`src/rtl/piso_tx_sched_if.sv`:
```
// Request/word bundle and serial output of the shared PISO scheduler.
// master = producers and serial consumer side, slave = scheduler.
interface piso_tx_sched_if #(
    parameter int WIDTH = 4,
    parameter int NREQ  = 4
);
    localparam int IW = (NREQ > 1) ? $clog2(NREQ) : 1;

    logic [NREQ-1:0]       req;
    logic [NREQ*WIDTH-1:0] din;
    logic [NREQ-1:0]       gnt;
    logic [IW-1:0]         sel_id;
    logic                  sout;
    logic                  sout_valid;
    logic                  busy;
    logic                  done;

    modport master (
        output req, din,
        input  gnt, sel_id, sout, sout_valid, busy, done
    );

    modport slave (
        input  req, din,
        output gnt, sel_id, sout, sout_valid, busy, done
    );
endinterface

```
`src/rtl/piso_tx_sched.sv`:
```
// Round-robin arbiter feeding one shared MSB-first shift register,
// with a programmable idle gap after every frame.
//
// state   | meaning
// S_IDLE  | waiting for a request; arbitration happens on the edge leaving
// S_SHIFT | frame bits on sout, sout_valid high, WIDTH cycles
// S_GAP   | GAP idle cycles after a frame, busy still high
module piso_tx_sched #(
    parameter int WIDTH = 4,
    parameter int NREQ  = 4,
    parameter int GAP   = 1
) (
    input  logic            clk,
    input  logic            rst,
    piso_tx_sched_if.slave  bus
);
    localparam int IW = (NREQ > 1) ? $clog2(NREQ) : 1;
    localparam int CW = (WIDTH > 1) ? $clog2(WIDTH) : 1;
    localparam int GW = (GAP > 1) ? $clog2(GAP) : 1;
    localparam logic [CW-1:0] CNT_LOAD = CW'(WIDTH - 1);
    localparam logic [GW-1:0] GAP_LOAD = (GAP > 0) ? GW'(GAP - 1) : '0;
    localparam logic [IW-1:0] LAST_ID  = IW'(NREQ - 1);

    typedef enum logic [1:0] {S_IDLE, S_SHIFT, S_GAP} state_t;

    state_t            state, state_nxt;
    logic [WIDTH-1:0]  shreg, shreg_nxt;
    logic [CW-1:0]     cnt, cnt_nxt;
    logic [GW-1:0]     gcnt, gcnt_nxt;
    logic [IW-1:0]     ptr, ptr_nxt;
    logic [NREQ-1:0]   gnt_q, gnt_nxt;
    logic [IW-1:0]     sel_q, sel_nxt;
    logic              sout_q, sout_nxt;
    logic              sv_q, sv_nxt;
    logic              busy_q, busy_nxt;
    logic              done_q, done_nxt;

    logic              found;
    logic [IW-1:0]     win;
    logic [IW-1:0]     cand;
    logic [WIDTH-1:0]  word;

    // First pending request at or after ptr, wrapping past the last index.
    always_comb begin
        found = 1'b0;
        win   = ptr;
        cand  = ptr;
        for (int k = 0; k < NREQ; k++) begin
            if (!found && bus.req[cand]) begin
                found = 1'b1;
                win   = cand;
            end
            cand = (cand == LAST_ID) ? '0 : cand + 1'b1;
        end
    end

    always_ff @(posedge clk or posedge rst) begin
        if (rst) begin
            state  <= S_IDLE;
            shreg  <= '0;
            cnt    <= '0;
            gcnt   <= '0;
            ptr    <= '0;
            gnt_q  <= '0;
            sel_q  <= '0;
            sout_q <= 1'b0;
            sv_q   <= 1'b0;
            busy_q <= 1'b0;
            done_q <= 1'b0;
        end else begin
            state  <= state_nxt;
            shreg  <= shreg_nxt;
            cnt    <= cnt_nxt;
            gcnt   <= gcnt_nxt;
            ptr    <= ptr_nxt;
            gnt_q  <= gnt_nxt;
            sel_q  <= sel_nxt;
            sout_q <= sout_nxt;
            sv_q   <= sv_nxt;
            busy_q <= busy_nxt;
            done_q <= done_nxt;
        end
    end

    // Outputs are registered, so each branch computes the values for the
    // cycle after the edge, e.g. sout gets the bit that will be MSB next.
    always_comb begin
        state_nxt = state;
        shreg_nxt = shreg;
        cnt_nxt   = cnt;
        gcnt_nxt  = gcnt;
        ptr_nxt   = ptr;
        gnt_nxt   = '0;
        sel_nxt   = sel_q;
        sout_nxt  = 1'b0;
        sv_nxt    = 1'b0;
        done_nxt  = 1'b0;
        word      = bus.din[win*WIDTH +: WIDTH];
        case (state)
            S_IDLE: begin
                if (found) begin
                    shreg_nxt = word;
                    sout_nxt  = word[WIDTH-1];
                    sv_nxt    = 1'b1;
                    gnt_nxt   = NREQ'(1) << win;
                    sel_nxt   = win;
                    ptr_nxt   = (win == LAST_ID) ? '0 : win + 1'b1;
                    cnt_nxt   = CNT_LOAD;
                    state_nxt = S_SHIFT;
                end
            end
            S_SHIFT: begin
                shreg_nxt = shreg << 1;
                if (cnt == '0) begin
                    done_nxt = 1'b1;
                    if (GAP > 0) begin
                        gcnt_nxt  = GAP_LOAD;
                        state_nxt = S_GAP;
                    end else begin
                        state_nxt = S_IDLE;
                    end
                end else begin
                    sout_nxt = shreg_nxt[WIDTH-1];
                    sv_nxt   = 1'b1;
                    cnt_nxt  = cnt - 1'b1;
                end
            end
            S_GAP: begin
                if (gcnt == '0) begin
                    state_nxt = S_IDLE;
                end else begin
                    gcnt_nxt = gcnt - 1'b1;
                end
            end
            default: state_nxt = S_IDLE;
        endcase
        busy_nxt = (state_nxt != S_IDLE);
    end

    assign bus.gnt        = gnt_q;
    assign bus.sel_id     = sel_q;
    assign bus.sout       = sout_q;
    assign bus.sout_valid = sv_q;
    assign bus.busy       = busy_q;
    assign bus.done       = done_q;
endmodule

```
`src/flat_wrapper.sv`:
```
// flat-port wrapper written by rule: the top's interface ports become plain ports
module piso_tx_sched_flat 
#(
    parameter int WIDTH = 4,
    parameter int NREQ  = 4,
    parameter int GAP   = 1
)
  (clk, rst, bus_req, bus_din, bus_gnt, bus_sel_id, bus_sout, bus_sout_valid, bus_busy, bus_done);
  piso_tx_sched_if #(.WIDTH(WIDTH), .NREQ(NREQ)) bus_i ();
  input  logic clk;
  input  logic rst;
  input wire logic [$bits(bus_i.req)-1:0] bus_req;
  input wire logic [$bits(bus_i.din)-1:0] bus_din;
  output wire logic [$bits(bus_i.gnt)-1:0] bus_gnt;
  output wire logic [$bits(bus_i.sel_id)-1:0] bus_sel_id;
  output wire logic [$bits(bus_i.sout)-1:0] bus_sout;
  output wire logic [$bits(bus_i.sout_valid)-1:0] bus_sout_valid;
  output wire logic [$bits(bus_i.busy)-1:0] bus_busy;
  output wire logic [$bits(bus_i.done)-1:0] bus_done;
  assign bus_i.req = bus_req;
  assign bus_i.din = bus_din;
  assign bus_gnt = bus_i.gnt;
  assign bus_sel_id = bus_i.sel_id;
  assign bus_sout = bus_i.sout;
  assign bus_sout_valid = bus_i.sout_valid;
  assign bus_busy = bus_i.busy;
  assign bus_done = bus_i.done;
  piso_tx_sched #(.WIDTH(WIDTH), .NREQ(NREQ), .GAP(GAP)) u_core (.clk(clk), .rst(rst), .bus(bus_i));
endmodule
```
`config.mk`:
```
export PLATFORM = sky130hd
export DESIGN_NAME = piso_tx_sched_flat
export DESIGN_NICKNAME = d
export VERILOG_FILES = /design/src/rtl/piso_tx_sched_if.sv /design/src/rtl/piso_tx_sched.sv /design/src/flat_wrapper.sv
export SDC_FILE = /design/constraint.sdc
export NUM_CORES = 1
export LEC_CHECK = 0
export CORE_UTILIZATION = 50
export CTS_BUF_LIST = sky130_fd_sc_hd__clkbuf_4
export DETAILED_ROUTE_END_ITERATION = 16
export PLACE_DENSITY_LB_ADDON = 0.12
export SKIP_LAST_GASP = 1
export SYNTH_ARGS = -nofsm -noshare
export SYNTH_HDL_FRONTEND = slang
export SYNTH_SLANG_ARGS = --single-unit
```
`constraint.sdc`:
```
create_clock -name clk -period 2.9 [get_ports clk]
set_clock_uncertainty 0.1 [all_clocks]
set_input_delay 0.29 -clock clk [delete_from_list [all_inputs] [get_ports clk]]
set_output_delay 0.29 -clock clk [all_outputs]
set_load 0.01 [all_outputs]
```
==> impl_metrics.tcl, run 1 <==
set metrics [dict create \
    ant_nets 0 \
    grt_usage_pct 22.8 \
    rrSetupSlack_ns 0.17 \
    ctsHoldBuffers 0 \
    ios 32 \
    core_area_mm2 0.00254 \
    synth_common_cells "19 x dfrtp_1, 9 x inv_1, 8 x mux2i_1, 7 x o21ai_0" \
    fin_cells 198 \
    cts_sinks 19 \
    num-fill-cells 211 \
    tightest_slew_ns 0.713 \
    yosysSeqAreaShare_pct 34.3 \
    cp_max_fo 16 \
    avgRoutedWirePerCell_um 14.9 \
    ys.flop_type "dfrtp_1" \
    final_area_mm2 0.00173 \
    dp.cells 194 \
    peakVddDrop_mv 0.732 \
    ctsLongestPathBuffers 2 \
    clk_latency_ns 0.29 \
    hold_viol 0 \
    cts.reportedPaths.clkPinSlew_ns 0.11 \
    numCtsBuffers 3 \
    drt_iter0_markers 29 \
    start_util_pct 54.4 \
    r2r.worst_path.cells 8 \
    vias 1184 \
    cp-end-kind "register" \
    synthesis.nets 162 \
    vias_per_cell 5.98 \
    power_uw 1960 \
    required_ns 2.99 \
    finalSetupViolCount 0 \
    place_hpwl_mm 2.31 \
    critPathSlowestCell "ha_2" \
    cp_num_buf_inv 1 \
    rows 18 \
    synth-edff-count 0 \
    grt_antenna_before_repair 0 \
    drc 0 \
    netlist_top_cells_area "dfrtp_1 34%, mux2i_1 5.8%, ha_1 5.4%" \
    drive_gt1_share_pct 20.2 \
    post_cts_buffers 0 \
    power_per_cell_area_mw_per_mm2 1130 \
    yosys.area.top_type "dfrtp_1" \
    hold_class "input pin to asynchronous set/reset pin" \
    netlist.area_leader.share_pct 34.3 \
    critical-path-top-delay-family "compound AO/OA/AOI/OAI gates" \
    max_freq_mhz 366 \
    start_kind "register" \
    dieArea_mm2 0.00298 \
    grt_pass1_vias 1143 \
    post_dp_cell_area_mm2 0.00170 \
    crit_chain "ha_2 > mux2i_1 > o21ai_0 > a221oi_2 > buf_4 > mux2i_1 > o21ai_0 > a32o_1" \
    ctsRootBufferMaster "clkbuf_4" \
    yosysWarnings 0 \
    period_needed_ns 2.73 \
    setup_tns_ns 0 \
    maxSlewHeadroom_pct 52.4 \
    regToRegStartpoint "u_core.ptr[0]$_DFFE_PP0P_" \
    cts_tree "built" \
    status "complete, no violations" \
    netlist-cell-type-count 47 \
    async_flop_share_pct 100 \
    cap_violations 0 \
    grt_pass1_wl_mm 4.87 \
    crit_arrival_ns 2.82 \
    avgSynthCellArea_um2 10.3 \
    rsz0062_at_grt "no" \
    htreeDepth 1 \
    diodes 0 \
    fin_nets 197 \
    cp_slowest_stage_delay_ns 0.51 \
    grt_max_degree 22 \
    syn_area_mm2 0.00139 \
    die_w_um 54.6 \
    firstDrtPassIters 4 \
    p_leak_uw 0.000752 \
    dieHeight_um 54.6 \
    wirelength_mm 2.96 \
    port-buffer-count 31 \
    synth_seq_cells 19 \
    grt_remaining_overflow 0 \
    yosysMostFrequentCell "dfrtp_1" \
    worst_r2r_endpoint "u_core.bus.sout$_DFF_PP0_" \
    syn_inst 134 \
    fin_crit_sh_pct 94.1 \
    path_class "register to register" \
    drv_slew 0 \
    syn_to_final_growth_pct 24.8 \
    gp_congestion 0.909 \
]
[state kept, by name, indices dropped and copies added, names as in the netlist]
signal                 count
u_core.state               2
u_core.shreg               3
u_core.cnt                 2
u_core.bus.sel_id          2
u_core.ptr                 2
u_core.bus.sout_valid      1
u_core.bus.gnt             4
u_core.bus.done            1
u_core.bus.busy            1
u_core.bus.sout            1
[repair_timing]
action	in CTS	in global routing
endpoints found under the hold margin	0	0
setup endpoints to repair	0	7
gates resized for setup	0	1
[cell type report]
type / instances / area (um^2) / area share, %
Timing Repair Buffer: 38 / 363 / 21.0
Clock buffer: 3 / 22.5 / 1.30
Clock inverter: 1 / 5.00 / 0.289
Sequential cell: 19 / 475 / 27.5
Tap cell: 30 / 37.5 / 2.17
Inverter: 11 / 45.0 / 2.60
Multi-Input combinational cell: 96 / 781 / 45.2
[placed cells by master (no fill, tap or decap), drive strengths merged, types with 3 or more instances in the layout]
cell           netlist  final
o21ai                8      8
buf                  4      7
a22oi                3      3
ha                   6      6
nor3                 3      3
clkbuf               4      3
or2                  3      3
mux2                 6      6
mux2i                8      8
o211ai               3      3
dfrtp               19     19
and2                 7      7
clkdlybuf4s50        0     31
inv                 10     10
nor2                 6      6
nand2                6      6
nand3                5      5
a21oi                6      6
[metal layers]
layer | up-vias | wire length (um) | global-route usage [%]
met4 | 0 | 17 | 6.41
met5 | - | 0 | 0
met2 | 62 | 1490 | 40.0
met1 | 564 | 1250 | 26.9
met3 | 2 | 203 | 5.83
li1 | 556 | - | -
[how the worst max path moves through the flow]
stage,start,to,cells after the start
after floorplan,u_core.ptr[1]$_DFFE_PP0P_,u_core.shreg[2]$_DFFE_PP0P_,9
after detailed placement,bus_req[0],u_core.ptr[1]$_DFFE_PP0P_,9
after global placement,u_core.ptr[0]$_DFFE_PP0P_,u_core.bus.sout$_DFF_PP0_,8
after CTS,u_core.ptr[0]$_DFFE_PP0P_,u_core.bus.sout$_DFF_PP0_,8
after global routing,u_core.ptr[0]$_DFFE_PP0P_,u_core.bus.sout$_DFF_PP0_,8
final,u_core.ptr[0]$_DFFE_PP0P_,u_core.bus.sout$_DFF_PP0_,8
[cell families after synthesis]
| logic type | after synthesis | synth area share [%] |
|---|---|---|
| AOI/OAI and AO/OA | 34 | 20.7 |
| adders and majority gates | 6 | 5.42 |
| muxes | 15 | 12.3 |
| DFF | 19 | 34.3 |
| buffers and inverters | 19 | 9.48 |
| and+or+nand+nor | 41 | 17.8 |
[where the power goes]
part	internal [uW]	switching [uW]	total [uW]
sequential	379	50.5	430
combinational	636	764	1400
clock	51.3	79.6	131
total	1070	894	1960
[through the flow]
stage | setup WS, ns | utilization [%] | hold slack [ns]
final | 0.171 | 67.9 | 0.297
after global routing | 0.0244 | 67.9 | 0.358
after global placement | 0.110 | 66.8 | 0.360
after detailed placement | 0.0868 | 66.8 | 0.373
after CTS | 0.0608 | 67.8 | 0.321
after floorplan | 0.290 | - | 0.141
(Power assumes the default switching activity.)
==> run 2: changes to the inputs <==
--- a/config.mk
+++ b/config.mk
@@ -8,6 +8,7 @@
 export CORE_UTILIZATION = 50
 export CTS_BUF_LIST = sky130_fd_sc_hd__clkbuf_4
 export DETAILED_ROUTE_END_ITERATION = 16
+export MAX_ROUTING_LAYER = met4
 export PLACE_DENSITY_LB_ADDON = 0.12
 export SKIP_LAST_GASP = 1
 export SYNTH_ARGS = -nofsm -noshare
==> impl_metrics.tcl, run 2 (same netlist as run 1, synthesis figures left out) <==
set metrics [dict create \
    core_area_mm2 0.00254 \
    cp_max_fo 16 \
    crit_arrival_ns 2.82 \
    grt_antenna_before_repair 0 \
    ios 32 \
    cp_num_buf_inv 1 \
    setup_tns_ns 0 \
    drv_slew 0 \
    rows 18 \
    die_w_um 54.6 \
    clk_latency_ns 0.29 \
    critPathSlowestCell "ha_2" \
    period_needed_ns 2.73 \
    worstSetupStartpoint "u_core.ptr[0]$_DFFE_PP0P_" \
    cp_slowest_stage_delay_ns 0.51 \
    finalSetupViolCount 0 \
    cp_num_cells 8 \
    vias_per_cell 5.98 \
    grt_pass1_vias 1144 \
    start_util_pct 54.4 \
    multi_input_area_um2 781 \
    r2r.worst_path.cells 8 \
    drc 0 \
    post_cts_buffers 0 \
    cts.reportedPaths.clkPinSlew_ns 0.11 \
    ant_nets 0 \
    final_common_cell "clkdlybuf4s50_1" \
    crit_path_end "u_core.bus.sout$_DFF_PP0_" \
    dieArea_mm2 0.00298 \
    peakVddDrop_mv 0.732 \
    final_cell_mix "31 x clkdlybuf4s50_1, 19 x dfrtp_1, 9 x inv_1" \
    critical-path-top-delay-family "compound AO/OA/AOI/OAI gates" \
    crit_chain "ha_2 > mux2i_1 > o21ai_0 > a221oi_2 > buf_4 > mux2i_1 > o21ai_0 > a32o_1" \
    required_ns 2.99 \
    cap_violations 0 \
    cts_sinks 19 \
    vias 1184 \
    numCtsBuffers 3 \
    start_kind "register" \
    fin_hold_ws_ns 0.297 \
    port-buffer-count 31 \
    fin_crit_sh_pct 94.1 \
    grt_usage_pct 23.4 \
    dieHeight_um 54.6 \
    htreeDepth 1 \
    p_leak_uw 0.000752 \
    ctsRootBufferMaster "clkbuf_4" \
    tightest_slew_ns 0.713 \
    path_class "register to register" \
    syn_to_final_growth_pct 24.8 \
    drt_iter0_markers 28 \
    drive_gt1_share_pct 20.2 \
    fin_nets 197 \
    wirelength_mm 2.96 \
    hold_viol 0 \
    grt_max_degree 22 \
    max_freq_mhz 366 \
    largest_reg_flops 4 \
    regArea_um2 475 \
    utilization_pct 67.9 \
    grt_pass1_wl_mm 4.86 \
    place_hpwl_mm 2.31 \
    num-fill-cells 211 \
    grt_remaining_overflow 0 \
    firstDrtPassIters 4 \
    rrSetupSlack_ns 0.17 \
    regToRegStartpoint "u_core.ptr[0]$_DFFE_PP0P_" \
    worst_r2r_endpoint "u_core.bus.sout$_DFF_PP0_" \
    avgRoutedWirePerCell_um 14.9 \
    power_per_cell_area_mw_per_mm2 1130 \
    cp-end-kind "register" \
    diodes 0 \
    status "complete, no violations" \
    gp_congestion 0.925 \
    hold_class "input pin to asynchronous set/reset pin" \
    cts_tree "built" \
    maxSlewHeadroom_pct 52.4 \
    rsz0062_at_grt "no" \
    ctsLongestPathBuffers 2 \
]
[run 2: how the worst min path moves through the flow]
stage	end	slack, ns	cells after the start
2_1_floorplan	u_core.bus.busy$_DFF_PP0_	0.14	1
3_3_place_gp	u_core.cnt[0]$_DFFE_PP0P_	0.36	1
3_5_place_dp	u_core.cnt[0]$_DFFE_PP0P_	0.37	1
4_1_cts	u_core.bus.gnt[3]$_DFF_PP0_	0.32	2
5_1_grt	u_core.bus.gnt[3]$_DFF_PP0_	0.36	2
6_report	u_core.bus.gnt[3]$_DFF_PP0_	0.30	2
[run 2: through the flow]
| stage | setup slack, ns | power (uW) | instances | area (um^2) |
|---|---|---|---|---|
| after CTS | 0.0608 | 1950 | 198 | 1730 |
| after floorplan | 0.290 | 1520 | 134 | 1390 |
| after detailed placement | 0.0868 | 1820 | 194 | 1700 |
| final | 0.171 | 1960 | 198 | 1730 |
| after global placement | 0.110 | 1770 | 194 | 1700 |
| after global routing | 0.0244 | 2130 | 198 | 1730 |
[run 2: power by group]
group          leakage [uW]  total (uW)  internal [uW]  switching [uW]
Combinational      0.000502        1400            636             764
Clock             0.0000177         131           51.3            79.6
Sequential         0.000233         430            379            50.5
[run 2: metal layers]
layer	vias to the layer above	GRT usage, %	share of wire [%]	routed length [um]
li1	556	-	-	-
met1	564	26.9	42	1250
met2	62	40.0	50	1490
met3	2	5.83	6.8	200
met4	0	6.41	0.57	17
met5	-	-	0	0
[run 2: final cells by class]
class | count | share of cell area (%)
Timing Repair Buffer | 38 | 21.0
Sequential cell | 19 | 27.5
Inverter | 11 | 2.60
Tap cell | 30 | 2.17
Clock buffer | 3 | 1.30
Multi-Input combinational cell | 96 | 45.2
Clock inverter | 1 | 0.289
[run 2: timing repair]
action,in CTS,in global routing
endpoints found under the setup margin,0,7
hold buffers,0,0
resized for setup,0,1
